<file path="src/rtl/instr_encoder.sv">
// -----------------------------------------------------------------------------
// instr_encoder
//   Turns mnemonic-level instruction requests into 32-bit machine words,
//   queues them in a small FIFO and emits each one with a sequential
//   instruction-memory word address. Feeds the program loader.
//
// Ports
//   clk, rst_n              rising-edge clock, asynchronous active-low reset
//   in_valid / in_ready     request handshake (in_ready = FIFO not full)
//   in_op, in_rd, in_rs,    mnemonic request fields
//   in_rt, in_imm
//   load_addr, start_addr   reload the address counter
//   out_valid / out_ready   encoded-word handshake (out_valid = FIFO not empty)
//   out_instr, out_addr     FIFO head word and its address
//   err_illegal, err_range  sticky error flags, cleared by err_clr
//   instr_count             pops since reset, saturating (ENC_STATS_EN only)
//
// Configuration
//   ENC_STATS_EN : when defined, adds the instr_count output and its counter.
// -----------------------------------------------------------------------------
module instr_encoder #(
  parameter int DEPTH  = 4,
  parameter int ADDR_W = 10
) (
  input  logic              clk,
  input  logic              rst_n,
  input  logic              in_valid,
  output logic              in_ready,
  input  logic [3:0]        in_op,
  input  logic [4:0]        in_rd,
  input  logic [4:0]        in_rs,
  input  logic [4:0]        in_rt,
  input  logic [25:0]       in_imm,
  input  logic              load_addr,
  input  logic [ADDR_W-1:0] start_addr,
  output logic              out_valid,
  input  logic              out_ready,
  output logic [31:0]       out_instr,
  output logic [ADDR_W-1:0] out_addr,
  output logic              err_illegal,
  output logic              err_range,
  input  logic              err_clr
`ifdef ENC_STATS_EN
  ,
  output logic [15:0]       instr_count
`endif
);

  localparam int PTR_W = $clog2(DEPTH);

  logic [31:0]       mem_q [DEPTH];
  logic [31:0]       mem_d [DEPTH];
  logic [PTR_W:0]    wr_ptr_q, wr_ptr_d;
  logic [PTR_W:0]    rd_ptr_q, rd_ptr_d;
  logic [ADDR_W-1:0] addr_q, addr_d;
  logic              err_illegal_q, err_illegal_d;
  logic              err_range_q, err_range_d;

  logic [31:0]       enc_word_s;
  logic              enc_legal_s;
  logic              enc_itype_s;
  logic              full_s, empty_s;
  logic              accept_s, push_s, pop_s;

  // Combinational encoder: opcode/funct map and field packing per mnemonic.
  always_comb begin
    enc_word_s  = 32'h0000_0000;
    enc_legal_s = 1'b1;
    enc_itype_s = 1'b0;
    case (in_op)
      4'd0:  enc_word_s = {6'b000000, in_rs, in_rt, in_rd, 11'b00000000001};
      4'd1:  enc_word_s = {6'b000000, in_rs, in_rt, in_rd, 11'b00000000010};
      4'd2:  enc_word_s = {6'b000000, in_rs, in_rt, in_rd, 11'b00000001000};
      4'd3:  begin enc_word_s = {6'b000001, in_rs, in_rt, in_imm[15:0]}; enc_itype_s = 1'b1; end
      4'd4:  begin enc_word_s = {6'b000010, in_rs, in_rt, in_imm[15:0]}; enc_itype_s = 1'b1; end
      4'd5:  begin enc_word_s = {6'b001000, in_rs, in_rt, in_imm[15:0]}; enc_itype_s = 1'b1; end
      4'd6:  begin enc_word_s = {6'b001001, in_rs, in_rt, in_imm[15:0]}; enc_itype_s = 1'b1; end
      4'd7:  enc_word_s = {6'b010000, in_imm};
      4'd8:  begin enc_word_s = {6'b010010, in_rs, in_rt, in_imm[15:0]}; enc_itype_s = 1'b1; end
      4'd9:  begin enc_word_s = {6'b010011, in_rs, in_rt, in_imm[15:0]}; enc_itype_s = 1'b1; end
      // LI has no base register: rs field is forced to zero.
      4'd10: begin enc_word_s = {6'b011000, 5'd0, in_rt, in_imm[15:0]}; enc_itype_s = 1'b1; end
      default: enc_legal_s = 1'b0;
    endcase
  end

  // FIFO status: pointers carry one extra wrap bit to tell full from empty.
  assign empty_s  = (wr_ptr_q == rd_ptr_q);
  assign full_s   = (wr_ptr_q[PTR_W] != rd_ptr_q[PTR_W]) &&
                    (wr_ptr_q[PTR_W-1:0] == rd_ptr_q[PTR_W-1:0]);
  assign in_ready = !full_s;
  assign out_valid = !empty_s;

  // Illegal ops complete the handshake but are never written.
  assign accept_s = in_valid && !full_s;
  assign push_s   = accept_s && enc_legal_s;
  assign pop_s    = !empty_s && out_ready;

  // Next-state for FIFO storage, pointers, address counter and error flags.
  always_comb begin
    mem_d = mem_q;
    if (push_s) begin
      mem_d[wr_ptr_q[PTR_W-1:0]] = enc_word_s;
    end else begin
      mem_d = mem_q;
    end

    if (push_s) begin
      wr_ptr_d = wr_ptr_q + {{PTR_W{1'b0}}, 1'b1};
    end else begin
      wr_ptr_d = wr_ptr_q;
    end

    if (pop_s) begin
      rd_ptr_d = rd_ptr_q + {{PTR_W{1'b0}}, 1'b1};
    end else begin
      rd_ptr_d = rd_ptr_q;
    end

    // A reload takes priority over the pop increment.
    if (load_addr) begin
      addr_d = start_addr;
    end else if (pop_s) begin
      addr_d = addr_q + {{(ADDR_W-1){1'b0}}, 1'b1};
    end else begin
      addr_d = addr_q;
    end

    // New error beats a same-cycle clear.
    if (accept_s && !enc_legal_s) begin
      err_illegal_d = 1'b1;
    end else if (err_clr) begin
      err_illegal_d = 1'b0;
    end else begin
      err_illegal_d = err_illegal_q;
    end

    if (accept_s && enc_itype_s && (in_imm[25:16] != 10'd0)) begin
      err_range_d = 1'b1;
    end else if (err_clr) begin
      err_range_d = 1'b0;
    end else begin
      err_range_d = err_range_q;
    end
  end

  // State registers with asynchronous reset.
  always_ff @(posedge clk or negedge rst_n) begin
    if (!rst_n) begin
      for (int i = 0; i < DEPTH; i++) begin
        mem_q[i] <= 32'h0000_0000;
      end
      wr_ptr_q      <= '0;
      rd_ptr_q      <= '0;
      addr_q        <= '0;
      err_illegal_q <= 1'b0;
      err_range_q   <= 1'b0;
    end else begin
      mem_q         <= mem_d;
      wr_ptr_q      <= wr_ptr_d;
      rd_ptr_q      <= rd_ptr_d;
      addr_q        <= addr_d;
      err_illegal_q <= err_illegal_d;
      err_range_q   <= err_range_d;
    end
  end

  // Head word, forced to zero while the FIFO is empty.
  always_comb begin
    if (empty_s) begin
      out_instr = 32'h0000_0000;
    end else begin
      out_instr = mem_q[rd_ptr_q[PTR_W-1:0]];
    end
  end

  assign out_addr    = addr_q;
  assign err_illegal = err_illegal_q;
  assign err_range   = err_range_q;

`ifdef ENC_STATS_EN
  logic [15:0] count_q, count_d;

  // Saturating count of completed pops.
  always_comb begin
    if (pop_s && (count_q != 16'hFFFF)) begin
      count_d = count_q + 16'd1;
    end else begin
      count_d = count_q;
    end
  end

  // Pop counter register.
  always_ff @(posedge clk or negedge rst_n) begin
    if (!rst_n) begin
      count_q <= 16'd0;
    end else begin
      count_q <= count_d;
    end
  end

  assign instr_count = count_q;
`endif

endmodule
</file>
<file path="config.mk">
export PLATFORM = sky130hd
export DESIGN_NAME = instr_encoder
export DESIGN_NICKNAME = d
export VERILOG_FILES = /design/src/rtl/instr_encoder.sv
export SDC_FILE = /design/constraint.sdc
export NUM_CORES = 1
export LEC_CHECK = 0
export ABC_AREA = 1
export CAP_MARGIN = 20
export CORE_MARGIN = 2
export CORE_UTILIZATION = 40
export CTS_BUF_LIST = sky130_fd_sc_hd__clkbuf_4
export CTS_CLUSTER_DIAMETER = 200
export CTS_CLUSTER_SIZE = 40
export DETAILED_ROUTE_END_ITERATION = 10
export PLACE_DENSITY = 0.7
export SYNTH_ARGS = -nofsm -noshare
export SYNTH_HDL_FRONTEND = slang
export SYNTH_SLANG_ARGS = --single-unit
</file>
<file path="constraint.sdc">
create_clock -name clk -period 3.3 [get_ports clk]
set_clock_uncertainty 0.15 [all_clocks]
set_input_delay 0.66 -clock clk [delete_from_list [all_inputs] [get_ports clk]]
set_output_delay 0.66 -clock clk [all_outputs]
set_load 0.01 [all_outputs]
</file>
==> impl_metrics.ini <==
[outcome]
outcome = finished, final reports clean

[synth]
synth_top_family_by_area = simple AND/OR/NAND/NOR gates
synth_compound_area_share_pct = 7.699
ys_ff_latch = 138
syn_area_um2 = 7671
synth-xor-area-share_pct = 0.8971
synth-adder-area-share_pct = 0.9786
synthCells = 1132
yosys.area_share.simple_pct = 38.41
synthMuxAreaShare_pct = 0
yosysUniqueCellTypes = 29
synth-warning-count = 0
synth_area_per_cell_um2 = 6.777
seq_area_frac_synth_pct = 45.02

[job]
drv_cap = 0

[clock_network]
clock-sinks = 138
clk_transition_reported_paths_ps = 130
cts_max_level = 4
cts_made_buffers = 17
clock_path_buffers = 2
clk_latency_ps = 550
cts_tree = yes
clockRootBuffer = clkbuf_4

[place]
place_area_um2 = 8955
hpwl_um = 14480
place.gp.congestion = 0.8006
portBuffers = 104

[cells_and_area]
nNetsFinal = 1297
regArea_um2 = 3456
fillers = 1844
fin_area_um2 = 9400
drive_gt1_share_pct = 7.643
multi_input_area_um2 = 3727
areaGrowthSynthToFinish_pct = 22.54
antenna_cells = 0

[global_routing]
overflow = 0
grt_pass1_vias = 6826
grt_pass1_wl_um = 35000
grt_max_degree = 70
gr-usage-all-layers_pct = 21.84
antenna_found_initial = 0

[floorplanning]
core_area_um2 = 18770
rows = 50
die_w_um = 142.5
start_util_pct = 40.87
die_area_um2 = 20300
die_h_um = 142.5
io_pins = 107

[detailed_routing]
drt_first_pass_iters = 5
drt.antenna.violating_nets = 0
drc = 0
via_per_inst = 5.001
wire_per_inst_um = 14.89
finalWirelength_um = 21990
drt_iter0_markers = 598
via_count = 7386

[worst_setup_path]
crit_type = register to primary output
max_stage_delay_ps = 520
crit_arrival_ps = 2380
critPathCaptureType = primary output
crit_path_start_kind = register
cpMaxStageDelayCell = clkdlybuf4s50_1
crit_path_max_fanout = 15
crit_required_ps = 2490
crit_path_cell_trace = clkinvlp_4 > clkbuf_16 > nor2_1 > o22ai_1 > nand2_1 > inv_1 > clkdlybuf4s50_1

[sta]
setup_viol = 0
slew_violations = 0
tightest_slew_ps = 660.5
rsz0062_at_grt = yes
finalHoldViolCount = 0
fin_crit_sh_pct = 96.56
whs_ps = 333.9
min_period_ps = 3186
maxSlewHeadroom_pct = 55.96
fmax_ghz = 0.3138

[power]
internal_power_mw = 4.922
powerDensity_nw_per_um2 = 901.2
p_sw_mw = 3.550
leakagePower_nw = 5.121
pwr-share-seq_pct = 34.3
clkPwrFrac_pct = 12.8
switching_share_pct = 41.91
ir_drop_uv = 391.2
combPwrFrac_pct = 52.8

[hold_path]
hold_class = register to register
## power by group through the flow
stage                     clock network [mW]  registers, mW  logic (mW)
after global routing                    1.18           3.00        5.01
after floorplan                            0           2.81        2.56
after global placement                     0           2.91        4.19
after CTS                               1.11           2.89        4.29
final                                   1.09           2.91        4.48
after detailed placement                   0           2.91        4.27
## metal layers
metal	share of wire [%]	track usage, %	vias to the layer above
met5	0	0	-
met4	3.1	8.859	0
met3	5.8	4.677	47
met2	46	34.87	223
met1	45	28.95	3432
li1	-	-	3684
## layout make-up
cell class | count | share of cell area (%)
Multi-Input combinational cell | 876 | 39.65
Sequential cell | 138 | 36.76
Timing Repair Buffer | 138 | 15.15
Tap cell | 234 | 3.115
Inverter | 59 | 2.476
Clock buffer | 22 | 1.757
Clock inverter | 10 | 1.091
## synth_stat cells (all sizes together)
library cell / number / share of area, %
a21oi: 6 / 0.54
buf: 37 / 2.9
clkbuf: 23 / 1.1
clkinv: 1 / 0.049
conb: 1 / 0.049
dfrtp: 138 / 45
ha: 6 / 0.98
inv: 58 / 2.8
nand2: 620 / 30
nand3: 27 / 2.1
nand3b: 1 / 0.098
nand4: 4 / 0.33
nor2: 101 / 5.4
nor3: 1 / 0.065
o211ai: 1 / 0.098
o21ai: 70 / 4.6
o22ai: 30 / 2.4
xnor2: 2 / 0.33
xor2: 5 / 0.57
## worst max-delay path: cells and delay by family, from the launching register on
kind	cells	cell delay, ps
AOI/OAI and AO/OA	1	250
buffers and inverters	4	970
DFF	1	490
and+or+nand+nor	2	130
## metrics by stage
step	util, %	cells	power (mW)	setup WS (ps)	setup TNS (ps)
3_5_place_dp	47.71	1440	7.177	538.9	0
2_1_floorplan	-	1133	5.372	1169	0
6_report	50.09	1477	8.472	113.7	0
5_1_grt	50.09	1477	9.189	-4.895	-11.22
3_3_place_gp	47.71	1440	7.095	599.6	0
4_1_cts	49.27	1473	8.292	-17.85	-17.85
## placed cells by master, fill, tap and decap left out, drive strengths merged
cell             n
a21oi            6
buf             31
bufinv           2
clkbuf          24
clkdlybuf4s50   99
clkinv           6
clkinvlp         3
conb             2
dfrtp          138
dlygate4sd3      1
dlymetal6s2s     5
ha               6
inv             58
nand2          620
nand3           27
nand3b           1
nand4            4
nor2           101
nor3             1
o211ai           1
o21ai           70
o22ai           30
xnor2            2
xor2             5
## final timing paths
kind	slack [ps]	depth (start not counted)	from	to
setup / recovery	110	7	rd_ptr_q[0]	out_instr[29]
hold / removal	330	2	mem_q[79]	mem_q[79]
setup reg to reg	960	8	rd_ptr_q[0]	out_addr[5]
hold reg to reg	330	2	mem_q[79]	mem_q[79]
max in group asynchronous	1700	3	rst_n	mem_q[40]
min in group asynchronous	540	2	rst_n	mem_q[86]
## state kept, by name, summed over array words and instances (netlist names)
register and cells:
err_range 1, out_addr 10, err_illegal 1, wr_ptr_q 3, rd_ptr_q 3, mem_q 120
## cell families (layout without fill, tap and decap cells)
logic type | count (synthesis) | after routing
AND/OR/NAND/NOR | 754 | 754
other | 1 | 2
XOR/XNOR | 7 | 7
flip-flops | 138 | 138
adder cells (fa/ha/maj) | 6 | 6
buffers and inverters | 119 | 229
AO/OA/AOI/OAI | 107 | 107
## what timing repair did
| item | CTS | global route |
|---|---|---|
| setup buffers | 0 | 2 |
| endpoints found under the hold margin | 67 | 0 |
| endpoints found under the setup margin | 17 | 31 |
| gates resized for setup | 4 | 23 |
| hold buffers | 1 | 0 |
| cloned | 0 | 2 |
| pin swaps | 0 | 3 |
Note: power is estimated with default switching activity, not from simulation.
